[config.mk]
export PLATFORM = sky130hd
export DESIGN_NAME = gf2_machine_scheduler_flat
export DESIGN_NICKNAME = d
export VERILOG_FILES = /design/src/rtl/gf2_solver_pkg.sv /design/src/rtl/axi_stream_if.sv /design/src/rtl/gf2_consistency_check.sv /design/src/rtl/popcount.sv /design/src/rtl/gf2_machine_scheduler.sv /design/src/flat_wrapper.sv
export SDC_FILE = /design/constraint.sdc
export NUM_CORES = 1
export LEC_CHECK = 0
export ABC_AREA = 1
export CORE_AREA = 10 10 234 236
export CTS_CLUSTER_DIAMETER = 30
export DETAILED_ROUTE_END_ITERATION = 8
export DIE_AREA = 0 0 244 246
export GPL_ROUTABILITY_DRIVEN = 0
export SLEW_MARGIN = 20
export SYNTH_ARGS = -nofsm -noshare
export SYNTH_HDL_FRONTEND = slang
export SYNTH_SLANG_ARGS = --single-unit
[constraint.sdc]
create_clock -name clk -period 4.61 [get_ports clk]
set_input_delay 1.1525 -clock clk [delete_from_list [all_inputs] [get_ports clk]]
set_output_delay 1.1525 -clock clk [all_outputs]
set_load 0.05 [all_outputs]
[src/rtl/gf2_solver_pkg.sv]
// Shared definitions for the GF(2) machine solver blocks.
//   sched_state_e : scheduler FSM state encoding (also exported as a debug port)
//   VARS_COUNT    : number of unknowns (matrix columns minus the RHS column)
//   VARS_COUNT_W  : width needed to hold a popcount of VARS_COUNT bits
package gf2_solver_pkg;

  localparam int ROWS         = 10;
  localparam int COLS         = 14;
  localparam int VARS_COUNT   = COLS - 1;
  localparam int VARS_COUNT_W = $clog2(VARS_COUNT + 1);

  typedef enum logic [2:0] {
    IDLE       = 3'd0,
    START_RREF = 3'd1,
    WAIT_RREF  = 3'd2,
    START_ENUM = 3'd3,
    COLLECT    = 3'd4,
    REPORT     = 3'd5,
    FINISH     = 3'd6
  } sched_state_e;

endpackage

[src/rtl/axi_stream_if.sv]
// Minimal AXI-stream style interface.
// Handshake: a beat transfers on a rising clk edge where tvalid && tready are
// both high; the master holds tdata/tlast stable while tvalid is high and
// tready is low; tready may be asserted independently of tvalid.
interface axi_stream_if #(
  parameter int DATA_WIDTH = 16
) ();
  logic                  tvalid;
  logic                  tready;
  logic [DATA_WIDTH-1:0] tdata;
  logic                  tlast;

  modport master (output tvalid, output tdata, output tlast, input tready);
  modport slave  (input tvalid, input tdata, input tlast, output tready);
endinterface

[src/rtl/gf2_consistency_check.sv]
// Flags an inconsistent reduced system: any row whose coefficient bits are
// all zero while its RHS bit (bit 0) is one, i.e. the equation 0 = 1.
//   matrix       : ROWS rows of COLS bits, row r at [r*COLS +: COLS]
//   inconsistent : high when at least one such row exists
module gf2_consistency_check #(
  parameter int ROWS = 10,
  parameter int COLS = 14
) (
  input  logic [ROWS*COLS-1:0] matrix,
  output logic                 inconsistent
);
  always_comb begin
    inconsistent = 1'b0;
    for (int r = 0; r < ROWS; r++) begin
      if ((matrix[r*COLS+1 +: COLS-1] == '0) && matrix[r*COLS]) begin
        inconsistent = 1'b1;
      end
    end
  end
endmodule

[src/rtl/popcount.sv]
// Combinational population count.
//   data  : N-bit input vector
//   count : number of set bits in data
module popcount #(
  parameter int N = 13,
  parameter int W = 4
) (
  input  logic [N-1:0] data,
  output logic [W-1:0] count
);
  always_comb begin
    count = '0;
    for (int i = 0; i < N; i++) begin
      count = count + W'(data[i]);
    end
  end
endmodule

[src/rtl/gf2_machine_scheduler.sv]
// Sequences one GF(2) machine at a time through gf2_rref and
// enumerate_solutions, tracks the minimum-weight solution of each machine and
// accumulates the sum of feasible minima across a batch.
//
// Handshakes (all valid/ready): a transfer happens on a rising clk edge where
// valid && ready are both high. Offered data is held stable while valid is
// high and ready is low. Here: in_valid/in_ready (machine in),
// sol.tvalid/sol.tready (solution beats), result_valid/result_ready (result).
//
// Ports:
//   clk, rst_n                 clock, synchronous active-low reset
//   in_valid/in_ready          machine offer; in_matrix, in_last with it
//   rref_start, rref_matrix    start pulse and latched matrix for gf2_rref
//   rref_done, rref_result     RREF result from gf2_rref
//   enum_start, enum_rref      start pulse and latched RREF for the enumerator
//   sol                        solution stream (slave)
//   result_valid/result_ready  per-machine result; result_min, result_infeasible
//   total_valid, total         batch total, pulsed after the in_last machine
//   state_dbg                  current FSM state
module gf2_machine_scheduler
  import gf2_solver_pkg::*;
#(
  parameter int ROWS       = 10,
  parameter int COLS       = 14,
  parameter int DATA_WIDTH = 16,
  parameter int TOTAL_W    = 32,
  localparam int N_VARS    = COLS - 1,
  localparam int N_VARS_W  = $clog2(N_VARS + 1)
) (
  input  logic                 clk,
  input  logic                 rst_n,
  input  logic                 in_valid,
  output logic                 in_ready,
  input  logic [ROWS*COLS-1:0] in_matrix,
  input  logic                 in_last,
  output logic                 rref_start,
  output logic [ROWS*COLS-1:0] rref_matrix,
  input  logic                 rref_done,
  input  logic [ROWS*COLS-1:0] rref_result,
  output logic                 enum_start,
  output logic [ROWS*COLS-1:0] enum_rref,
  axi_stream_if.slave          sol,
  output logic                 result_valid,
  input  logic                 result_ready,
  output logic [N_VARS_W-1:0]  result_min,
  output logic                 result_infeasible,
  output logic                 total_valid,
  output logic [TOTAL_W-1:0]   total,
  output sched_state_e         state_dbg
);

  sched_state_e          state, state_n;
  logic                  in_ready_q;  // registered so it reads 0 in the cycle after reset
  logic                  last_q;
  logic                  infeas_q;
  logic                  clear_total_q;  // set by FINISH, clears total on next accept
  logic [N_VARS_W-1:0]   min_q;
  logic [N_VARS_W-1:0]   beat_w;
  logic                  inconsistent;
  logic                  accept;
  logic                  beat;

  popcount #(.N(N_VARS), .W(N_VARS_W)) u_popcount (
    .data  (sol.tdata[N_VARS-1:0]),
    .count (beat_w)
  );

  gf2_consistency_check #(.ROWS(ROWS), .COLS(COLS)) u_check (
    .matrix       (rref_result),
    .inconsistent (inconsistent)
  );

  assign accept = (state == IDLE) && in_valid && in_ready_q;
  assign beat   = (state == COLLECT) && sol.tvalid;

  always_comb begin
    state_n = state;
    case (state)
      IDLE:       if (accept) state_n = START_RREF;
      START_RREF: state_n = WAIT_RREF;
      WAIT_RREF:  if (rref_done) state_n = inconsistent ? REPORT : START_ENUM;
      START_ENUM: state_n = COLLECT;
      COLLECT:    if (beat && sol.tlast) state_n = REPORT;
      REPORT:     if (result_ready) state_n = last_q ? FINISH : IDLE;
      FINISH:     state_n = IDLE;
      default:    state_n = IDLE;
    endcase
  end

  always_ff @(posedge clk) begin
    if (!rst_n) begin
      state         <= IDLE;
      in_ready_q    <= 1'b0;
      last_q        <= 1'b0;
      infeas_q      <= 1'b0;
      clear_total_q <= 1'b0;
      min_q         <= '0;
      total         <= '0;
      rref_matrix   <= '0;
      enum_rref     <= '0;
    end else begin
      state      <= state_n;
      in_ready_q <= (state_n == IDLE);
      case (state)
        IDLE: begin
          if (accept) begin
            rref_matrix <= in_matrix;
            last_q      <= in_last;
            if (clear_total_q) begin
              total         <= '0;
              clear_total_q <= 1'b0;
            end
          end
        end
        WAIT_RREF: begin
          if (rref_done) begin
            enum_rref <= rref_result;
            infeas_q  <= inconsistent;
            min_q     <= '1;  // infeasible machines report all-ones
          end
        end
        START_ENUM: min_q <= '1;
        COLLECT: begin
          // Strict less-than keeps the first beat found at the minimum weight.
          if (beat && (beat_w < min_q)) min_q <= beat_w;
        end
        REPORT: begin
          if (result_ready && !infeas_q) total <= total + TOTAL_W'(min_q);
        end
        FINISH: clear_total_q <= 1'b1;
        default: ;
      endcase
    end
  end

  assign in_ready          = in_ready_q;
  assign rref_start        = (state == START_RREF);
  assign enum_start        = (state == START_ENUM);
  assign sol.tready        = (state == COLLECT);
  assign result_valid      = (state == REPORT);
  assign result_min        = (state == REPORT) ? min_q : '0;
  assign result_infeasible = (state == REPORT) && infeas_q;
  assign total_valid       = (state == FINISH);
  assign state_dbg         = state;

endmodule
[src/flat_wrapper.sv]
// flat-port wrapper written by rule: the top's interface ports become plain ports
module gf2_machine_scheduler_flat import gf2_solver_pkg::*;
#(
  parameter int ROWS       = 10,
  parameter int COLS       = 14,
  parameter int DATA_WIDTH = 16,
  parameter int TOTAL_W    = 32,
  localparam int N_VARS    = COLS - 1,
  localparam int N_VARS_W  = $clog2(N_VARS + 1)
)
  (clk, rst_n, in_valid, in_ready, in_matrix, in_last, rref_start, rref_matrix, rref_done, rref_result, enum_start, enum_rref, result_valid, result_ready, result_min, result_infeasible, total_valid, total, state_dbg, sol_tvalid, sol_tdata, sol_tlast, sol_tready);
  axi_stream_if #(.DATA_WIDTH(DATA_WIDTH)) sol_i ();
  input  logic clk;
  input  logic rst_n;
  input  logic in_valid;
  output logic in_ready;
  input  logic [ROWS*COLS-1:0] in_matrix;
  input  logic in_last;
  output logic rref_start;
  output logic [ROWS*COLS-1:0] rref_matrix;
  input  logic rref_done;
  input  logic [ROWS*COLS-1:0] rref_result;
  output logic enum_start;
  output logic [ROWS*COLS-1:0] enum_rref;
  output logic result_valid;
  input  logic result_ready;
  output logic [N_VARS_W-1:0] result_min;
  output logic result_infeasible;
  output logic total_valid;
  output logic [TOTAL_W-1:0] total;
  output sched_state_e state_dbg;
  input wire logic [$bits(sol_i.tvalid)-1:0] sol_tvalid;
  input wire logic [$bits(sol_i.tdata)-1:0] sol_tdata;
  input wire logic [$bits(sol_i.tlast)-1:0] sol_tlast;
  output wire logic [$bits(sol_i.tready)-1:0] sol_tready;
  assign sol_i.tvalid = sol_tvalid;
  assign sol_i.tdata = sol_tdata;
  assign sol_i.tlast = sol_tlast;
  assign sol_tready = sol_i.tready;
  gf2_machine_scheduler #(.ROWS(ROWS), .COLS(COLS), .DATA_WIDTH(DATA_WIDTH), .TOTAL_W(TOTAL_W)) u_core (.clk(clk), .rst_n(rst_n), .in_valid(in_valid), .in_ready(in_ready), .in_matrix(in_matrix), .in_last(in_last), .rref_start(rref_start), .rref_matrix(rref_matrix), .rref_done(rref_done), .rref_result(rref_result), .enum_start(enum_start), .enum_rref(enum_rref), .sol(sol_i), .result_valid(result_valid), .result_ready(result_ready), .result_min(result_min), .result_infeasible(result_infeasible), .total_valid(total_valid), .total(total), .state_dbg(state_dbg));
endmodule
## After elaboration in Yosys (flattened, before gate mapping)

Index checks and enable logic that the tools add are counted.

| storage, ports and cells | value |
|---|---|
| register bits | 323 |
| output and inout bits | 326 |
| word-level logic and storage cells | 99 |

| cells by class | value |
|---|---|
| $add $sub $neg | 13 |
| $lt $le $gt $ge | 1 |
| equal/unequal tests | 11 |
| mux-type cells | 27 |
| reductions and logical operators | 38 |

Operators with widths:

| cell | number |
|---|---|
| zero test 13 bit | 10 |
| two-way mux 32 bit | 3 |
| case mux 32 bit (2 select lines) | 1 |
| adder 4 x 1 -> 4 bit | 9 |
| adder 32 x 4 -> 32 bit | 1 |
| two-way mux 3 bit | 6 |
| case mux 3 bit (6 select lines) | 1 |
| logical AND 1 bit | 17 |
| two-way mux 4 bit | 3 |
| case mux 4 bit (3 select lines) | 1 |
| two-way mux 1 bit | 11 |
| == test 3 bit, second input constant | 3 |
| inequality test 2 x 1 -> 1 bit, second input constant | 4 |
| == test 3 x 2 -> 1 bit, second input constant | 2 |
| zero test 3 bit | 2 |
| AND reduction 2 bit | 3 |
| adder 3 x 1 -> 4 bit | 1 |
| less-than comparator 4 bit | 1 |
| AND reduction 4 bit | 1 |
| nonzero test 2 bit | 2 |
| adder 2 x 1 -> 3 bit | 1 |
| == test 3 x 1 -> 1 bit, second input constant | 1 |
| AND reduction 3 bit | 1 |
| nonzero test 3 bit | 1 |
| 4 further kinds | 4 |

## Logic depth before layout (Yosys ltp)

Gate-level depths: netlist of the first run.

| logic depth | value |
|---|---|
| word-level depth | 16 |
| depth in mapped cells | 19 |
| gate-level depth less buffers | 19 |

## Hierarchy

Synthesis of the first run repeated with hierarchy kept, for this count alone.

| unflattened totals | value |
|---|---|
| cell total of the unflattened synthesis | 1816 |
| area, all modules | 12993.7 um^2 |

Modules (own cells, without submodules):

| module | times used | cells an instance | area each (um^2) | seq. area each (um^2) |
|---|---|---|---|---|
| gf2_machine_scheduler | 1 | 1649 | 12156.7 | 6466.2 |
| gf2_consistency_check | 1 | 137 | 560.5 | 0.0 |
| popcount | 1 | 30 | 276.5 | 0.0 |

## Worst setup path before layout of the first run

No wires, ideal clock.

| path | value |
|---|---|
| kind | input-to-reg |
| start point | input port sol_tdata[0] |
| end point | register u_core.min_q[2] |
| arrival | 4.767 ns |
| required time | 4.479 ns |
| slack | -0.288 ns |
| cell stages on the path | 19 |
| path buffers | 0 |
| cell sequence | inv_1 -> fa_1 -> fa_1 -> fa_1 -> fa_1 -> inv_1 -> fa_1 -> inv_1 -> fa_1 -> inv_1 -> ha_1 -> o21ai_0 -> nand2_1 -> nand3_1 -> nand3_1 -> nand2_1 -> inv_1 -> nand2_1 -> a21oi_1 |

| between the ends | value |
|---|---|
| longest elaborated chain between the ends | 16 |
| elaborated cells on any way between the ends | 18 |
| classes of those cells | 12 x add/sub; 1 x order compare; 1 x eq/ne; 2 x mux; 2 x reduce/logical |

Ends and longest elaborated chain:

| what | line | text |
|---|---|---|
| start, declared | flat_wrapper.sv:33 | `input wire logic [$bits(sol_i.tdata)-1:0] sol_tdata;` |
| adder 1 x 1 -> 2 bit * | popcount.sv:14 | `count = count + W'(data[i]);` |
| adder 2 x 1 -> 3 bit * | popcount.sv:14 |  |
| adder 3 x 1 -> 4 bit * | popcount.sv:14 |  |
| adder 4 x 1 -> 4 bit * (9 in series) | popcount.sv:14 |  |
| less-than comparator 4 bit | gf2_machine_scheduler.sv:125 | `if (beat && (beat_w < min_q)) min_q <= beat_w;` |
| logical AND 1 bit | gf2_machine_scheduler.sv:125 |  |
| inequality test 2 x 1 -> 1 bit (no source line) | -- |  |
| AND reduction 3 bit (no source line) | -- |  |
| end signal, assigned | gf2_machine_scheduler.sv:125 |  |
| end, declared | gf2_machine_scheduler.sv:57 | `logic [N_VARS_W-1:0] min_q;` |

Every way passes the cells marked *; elsewhere a longest branch is shown, timed or not. The select of a mux whose other input is x is not followed.
A chain may end at the register's enable or synchronous reset.

## Final worst setup path of the first run

| path | value |
|---|---|
| start point | input port sol_tdata[9] |
| end point | register u_core.min_q[2] |

| between the ends | value |
|---|---|
| longest elaborated chain between the ends | 8 |
| elaborated cells on any way between the ends | 10 |
| classes of those cells | 4 x add/sub; 1 x order compare; 1 x eq/ne; 2 x mux; 2 x reduce/logical |

Ends and longest elaborated chain:

| what | line |
|---|---|
| adder 4 x 1 -> 4 bit * (4 in series) | popcount.sv:14 |
| less-than comparator 4 bit | gf2_machine_scheduler.sv:125 |
| logical AND 1 bit | gf2_machine_scheduler.sv:125 |
| inequality test 2 x 1 -> 1 bit (no source line) | -- |
| AND reduction 3 bit (no source line) | -- |

Marks and branches as above.

==> impl_metrics.env, run 1 <==
export IMPL_slowest_delay_ns=0.59
export IMPL_die_h_um=246
export IMPL_grt_max_degree=142
export IMPL_peakVddDrop_uv=310
export IMPL_relSlewSlack_pct=42.6
export IMPL_syn_num_nets=2107
export IMPL_grtUsageTotal_pct=18.5
export IMPL_path_class="input pin to flop"
export IMPL_cp_slowest_cell="fa_1"
export IMPL_rows=82
export IMPL_ys_seq_area_share_pct=50.1
export IMPL_finalHoldViolCount=0
export IMPL_synth_cell_types=34
export IMPL_worstPathMaxFanout=4
export IMPL_fin_skew_ns=0.0230
export IMPL_cp_end_kind="flop"
export IMPL_die_w_um=244
export IMPL_whs_ns=0.459
export IMPL_path_clk_slew_ns=0.04
export IMPL_r2r_cells=9
export IMPL_postSynthCellCount=1784
export IMPL_crit_buf_inv=5
export IMPL_worst_skew_pair_late_latency_ns=0.61
export IMPL_final_common_cell="clkdlybuf4s50_1"
export IMPL_worstSetupStartpointType="input pin"
export IMPL_initialDrtViolationCount=763
export IMPL_ant_nets=0
export IMPL_slew_viol_final=0
export IMPL_grt_pass1_vias=14000
export IMPL_postCtsHoldBufs=0
export IMPL_crit_chain="buf_8 -> inv_8 -> fa_1 -> fa_1 -> fa_1 -> fa_1 -> inv_2 -> fa_2 -> inv_2 -> fa_1 -> inv_2 -> ha_4 -> o21ai_1 -> nand2_1 -> nand3_2 -> nand3_4 -> nand2_4 -> o21ai_4 -> a21oi_2"
export IMPL_final_period_utilization_pct=99.6
export IMPL_cts_buffer_depth=3
export IMPL_wire_per_inst_um=18.6
export IMPL_grt_first_pass_wirelength_mm=85.9
export IMPL_place_area_sq_mm=0.0197
export IMPL_vias=14100
export IMPL_hold_path_class="flop to flop"
export IMPL_syn_mean_instance_area_sq_um=7.23
export IMPL_start_util_pct=25.9
export IMPL_design_area_sq_mm=0.0230
export IMPL_whs_endpoint="u_core.rref_matrix[22]"
export IMPL_finalNetCount=2742
export IMPL_p_leak_nw=8.69
export IMPL_vias_per_cell=4.45
export IMPL_clock_root_buffer="clkbuf_16"
export IMPL_cp_data_arrival_time_ns=5.13
export IMPL_cp_common_cell="fa_1"
export IMPL_cp_data_required_time_ns=5.15
export IMPL_finalCriticalPeriod_ns=4.59
export IMPL_dpl_hpwl_mm=44.6
export IMPL_area_growth_synth_to_final_pct=78.5
export IMPL_antenna_found_initial=10
export IMPL_hold_depth=2
export IMPL_pwr_density_cell_mw_per_mm2=503
export IMPL_yosysWarnings=0
export IMPL_drc_errors=0
export IMPL_die_area_sq_mm=0.0600
export IMPL_layout_drive_gt1_share_pct=8.34
export IMPL_final_cell_mix="clkdlybuf4s50_1 (619), nand2_1 (430), nor2_1 (382), dfxtp_1 (323), a21oi_1 (180)"
export IMPL_first_pass_iters=5
export IMPL_drv_cap=0
export IMPL_cts_max_level=3
export IMPL_rrSetupSlack_ns=2.14
export IMPL_status="finished clean"
export IMPL_path_delay_family="adder cells"
export IMPL_max_freq_mhz=218
export IMPL_r2r_end="u_core.enum_rref[43]"
export IMPL_worstHoldStart="u_core.rref_matrix[22]"
export IMPL_wirelength_mm=58.9
export IMPL_clock_sinks=323
export IMPL_setup_violations=0
export IMPL_worst_pin_slew_ns=0.861
export IMPL_cts_tree="done"
export IMPL_ys_ff_latch=323
export IMPL_netlist_area_sq_mm=0.0129
export IMPL_r2r_start="u_core.state_dbg[1]"
export IMPL_rsz0062_at_grt="yes"
export IMPL_ios=630
export IMPL_grt_overflow=0
export IMPL_io_buffers=626
export IMPL_fp_coreArea_sq_mm=0.0499
export IMPL_cts_buffers=87
cell usage after synthesis:
master,number,area share (%)
nand2_1,432,13
buf_2,31,1.2
a22oi_1,1,0.058
inv_2,3,0.087
fa_1,9,1.4
nor3b_1,3,0.17
a31oi_1,3,0.15
a211oi_1,1,0.058
nand3b_1,1,0.058
nand3_4,1,0.14
buf_1,1,0.029
xnor2_1,2,0.14
nor4_1,2,0.097
o21ai_2,2,0.14
nor2_4,2,0.17
nand4_1,12,0.58
nor2_1,382,11
inv_1,101,2.9
nand3_1,29,1.1
clkbuf_1,56,1.6
a21oi_1,182,7.1
dfxtp_1,323,50
o21ai_0,159,6.2
ha_1,10,0.97
o211a_1,1,0.078
o21ai_1,1,0.039
and3_1,2,0.097
nor3_1,15,0.58
nand2_2,1,0.049
nand3_2,1,0.078
buf_4,11,0.64
xor2_1,1,0.068
o211ai_1,1,0.058
or2_2,2,0.097
what timing repair did:
| item | 4_1_cts | 5_1_grt |
|---|---|---|
| setup buffers | 5 | 2 |
| pin swaps | 10 | 13 |
| setup endpoints to repair | 4 | 4 |
| hold endpoints to repair | 0 | 0 |
| gates resized for setup | 23 | 24 |
state kept, by name, summed over array words and instances, names as in the netlist:
signal and cells:
u_core.clear_total_q 1, u_core.enum_rref 140, u_core.in_ready 1, u_core.infeas_q 1, u_core.last_q 1, u_core.min_q 4, u_core.rref_matrix 140, u_core.state_dbg 3
u_core.total 32
layout make-up:
type                    count  area [sq um]
diodes                      8          20.0
clock buffers             120          2480
clock inverters            43           677
fillers                  4921         26800
inverters                 104           408
multi-input cells        1258          5680
flip-flops and latches    323          6470
well taps                 672           841
repair buffers            645          6450
worst register-to-register path, delay by kind of cell, from the launching register on:
family                 cells  cell delay, ns
buffers and inverters      4            1.09
and+or+nand+nor            3            0.54
DFF                        1            0.41
AOI/OAI and AO/OA          2            0.36
kinds of logic after synthesis:
family / Yosys count / share of synthesized area, %
DFF: 323 / 50.1
adders and majority gates: 19 / 2.37
xor gates and xnor gates: 3 / 0.204
buffers and inverters: 203 / 6.53
and+or+nand+nor: 885 / 26.9
AOI/OAI and AO/OA: 351 / 13.8
routing by layer:
| metal | up-vias | GRT usage, % | wire, um |
|---|---|---|---|
| met4 | 4 | 8.31 | 1710 |
| met2 | 485 | 31.2 | 29300 |
| met1 | 6542 | 20.8 | 23300 |
| met3 | 100 | 6.38 | 4600 |
| met5 | - | 0 | 26 |
| li1 | 7000 | - | - |
worst max-delay path by stage:
stage,start,endpoint,depth (start not counted)
after floorplan,sol_tdata[9],u_core.min_q[2],19
after global placement,sol_tdata[9],u_core.min_q[2],19
after detailed placement,sol_tdata[9],u_core.min_q[2],19
after CTS,sol_tdata[9],u_core.min_q[2],20
after global routing,sol_tdata[9],u_core.min_q[2],19
final,sol_tdata[9],u_core.min_q[2],19
where the power goes:
part           switching (mW)  internal, mW  leakage [nW]
logic                    1.27         0.857          4.52
registers              0.0924          2.97          2.62
clock network            1.86          4.54          1.56
total                    3.22          8.37          8.69
through the flow:
| step | power, mW | cells | TNS [ns] | utilization (%) | setup slack, ns |
|---|---|---|---|---|---|
| 2_1_floorplan | 4.22 | 1784 | -0.870 | - | -0.247 |
| 3_3_place_gp | 5.03 | 2995 | -3.95 | 39.5 | -1.02 |
| 3_5_place_dp | 5.04 | 2995 | -4.44 | 39.5 | -1.17 |
| 4_1_cts | 11.6 | 3163 | 0 | 46.0 | 0.00331 |
| 5_1_grt | 12.0 | 3172 | -0.271 | 46.2 | -0.0841 |
| 6_report | 11.6 | 3173 | 0 | 46.2 | 0.0162 |
Note: power is estimated with default switching activity, not from simulation.
==> inputs of run 2 (changes only) <==
Settings changed: GPL_TIMING_DRIVEN set to 1.
==> results of run 2 <==
No change in the layout: final DEF, timing and power equal those of run 1.
==> inputs of run 3 (changes only) <==
Clock period 4.61 ns to 3.8 ns, I/O delays scaled along.
==> impl_metrics.env, run 3 (synthesis gave the netlist of run 1 again) <==
export IMPL_drc_errors=0
export IMPL_die_h_um=246
export IMPL_worst_pin_slew_ns=0.764
export IMPL_rrSetupSlack_ns=1.46
export IMPL_worstSetupStartpointType="input pin"
export IMPL_fin_ws_ns=-0.575
export IMPL_p_leak_nw=8.70
export IMPL_grt_overflow=0
export IMPL_postCtsHoldBufs=0
export IMPL_grt_first_pass_wirelength_mm=85.9
export IMPL_dpl_hpwl_mm=44.4
export IMPL_cp_data_required_time_ns=4.27
export IMPL_slew_viol_final=0
export IMPL_status="finished, violations left"
export IMPL_clock_sinks=323
export IMPL_rsz0062_at_grt="yes"
export IMPL_crit_chain="buf_8 -> inv_4 -> fa_1 -> fa_1 -> fa_1 -> fa_1 -> inv_2 -> fa_2 -> inv_2 -> fa_1 -> xnor2_1 -> ha_1 -> nand3_2 -> nand3_4 -> nand2_4 -> inv_4 -> nand2_2 -> a21oi_2"
export IMPL_cp_slowest_cell="fa_1"
export IMPL_cts_buffer_depth=3
export IMPL_final_common_cell="clkdlybuf4s50_1"
export IMPL_cp_common_cell="fa_1"
export IMPL_finalCriticalPeriod_ns=4.38
export IMPL_grt_pass1_vias=13800
export IMPL_cts_tree="done"
export IMPL_rows=82
export IMPL_setup_violations=4
export IMPL_cp_data_arrival_time_ns=4.84
export IMPL_worstPathMaxFanout=4
export IMPL_final_period_utilization_pct=115
export IMPL_area_growth_synth_to_final_pct=78.9
export IMPL_path_clk_slew_ns=0.04
export IMPL_crit_buf_inv=5
export IMPL_final_cell_mix="clkdlybuf4s50_1 (619), nand2_1 (430), nor2_1 (382), dfxtp_1 (323), a21oi_1 (180)"
export IMPL_first_pass_iters=5
export IMPL_wire_per_inst_um=18.6
export IMPL_whs_ns=0.460
export IMPL_top_regs="u_core.enum_rref (140), u_core.rref_matrix (140), u_core.total (32)"
export IMPL_fp_coreArea_sq_mm=0.0499
export IMPL_grtUsageTotal_pct=18.5
export IMPL_vias_per_cell=4.47
export IMPL_finalHoldViolCount=0
export IMPL_relSlewSlack_pct=49.0
export IMPL_io_buffers=626
export IMPL_cts_buffers=91
export IMPL_layout_drive_gt1_share_pct=8.16
export IMPL_cp_end_kind="flop"
export IMPL_hold_path_class="flop to flop"
export IMPL_antenna_found_initial=5
export IMPL_ant_nets=0
export IMPL_clock_root_buffer="clkbuf_16"
export IMPL_path_delay_family="adder cells"
export IMPL_cts_setup_buffers=0
export IMPL_finalNetCount=2739
export IMPL_cts_max_level=3
export IMPL_ios=630
export IMPL_violations="setup timing"
export IMPL_path_class="input pin to flop"
export IMPL_initialDrtViolationCount=675
export IMPL_max_freq_mhz=229
export IMPL_grt_max_degree=143
export IMPL_wirelength_mm=58.8
export IMPL_worst_skew_pair_late_latency_ns=0.62
export IMPL_die_area_sq_mm=0.0600
export IMPL_die_w_um=244
export IMPL_slowest_delay_ns=0.56
export IMPL_fin_skew_ns=0.0270
export IMPL_pwr_density_cell_mw_per_mm2=611
export IMPL_drv_cap=0
export IMPL_setup_tns_ns=-2.15
export IMPL_vias=14100
export IMPL_start_util_pct=25.9
export IMPL_peakVddDrop_uv=450
run 3: repair_timing:
action	in CTS	in global routing
endpoints found under the hold margin	0	0
endpoints found under the setup margin	4	4
pin swaps	10	10
gates resized for setup	28	15
run 3: final cells by class:
type,instances,area [sq um]
clock buffers,123,2620
inverters,104,410
repair buffers,638,6420
multi-input cells,1258,5650
diodes,3,7.51
fillers,4891,26800
flip-flops and latches,323,6470
well taps,672,841
clock inverters,42,657
run 3: path summary, 6_finish.rpt:
| path | from | endpoint | cells past startpoint |
|---|---|---|---|
| max | sol_tdata[5] | u_core.min_q[2] | 18 |
| min | u_core.rref_matrix[76] | u_core.rref_matrix[76] | 2 |
| max reg2reg | u_core.state_dbg[0] | u_core.total[29] | 9 |
| min reg2reg | u_core.rref_matrix[76] | u_core.rref_matrix[76] | 2 |
run 3: through the flow:
step / utilization (%) / cell area, sq um / std cells / setup WS, ns / power [mW]
2_1_floorplan: - / 12900 / 1784 / -0.854 / 5.12
3_3_place_gp: 39.6 / 19700 / 2995 / -1.65 / 6.10
3_5_place_dp: 39.6 / 19700 / 2995 / -1.72 / 6.12
5_1_grt: 46.3 / 23100 / 3163 / -0.717 / 14.6
4_1_cts: 46.1 / 23000 / 3160 / -0.546 / 14.2
6_report: 46.3 / 23100 / 3163 / -0.575 / 14.1
run 3: where the power goes:
group	internal, mW	switching [mW]
clock	5.68	2.29
combinational	0.912	1.49
sequential	3.61	0.114
run 3: layer usage:
metal / GRT usage (%) / up-vias / routed length [um]
li1: - / 6974 / -
met2: 31.6 / 463 / 29400
met5: 0 / - / 20
met3: 6.08 / 71 / 4500
met4: 6.98 / 2 / 1270
met1: 21.2 / 6620 / 23700
run 3: worst register-to-register path, cell delays in order (launching register included):
cell and delay (ns):
dfxtp_1 0.39, nor2_1 0.21, nand4_1 0.35, nand2_1 0.24, nand3_4 0.23, inv_1 0.40
nand2_1 0.12, o21ai_0 0.18, nand2_1 0.07, nor2_1 0.09
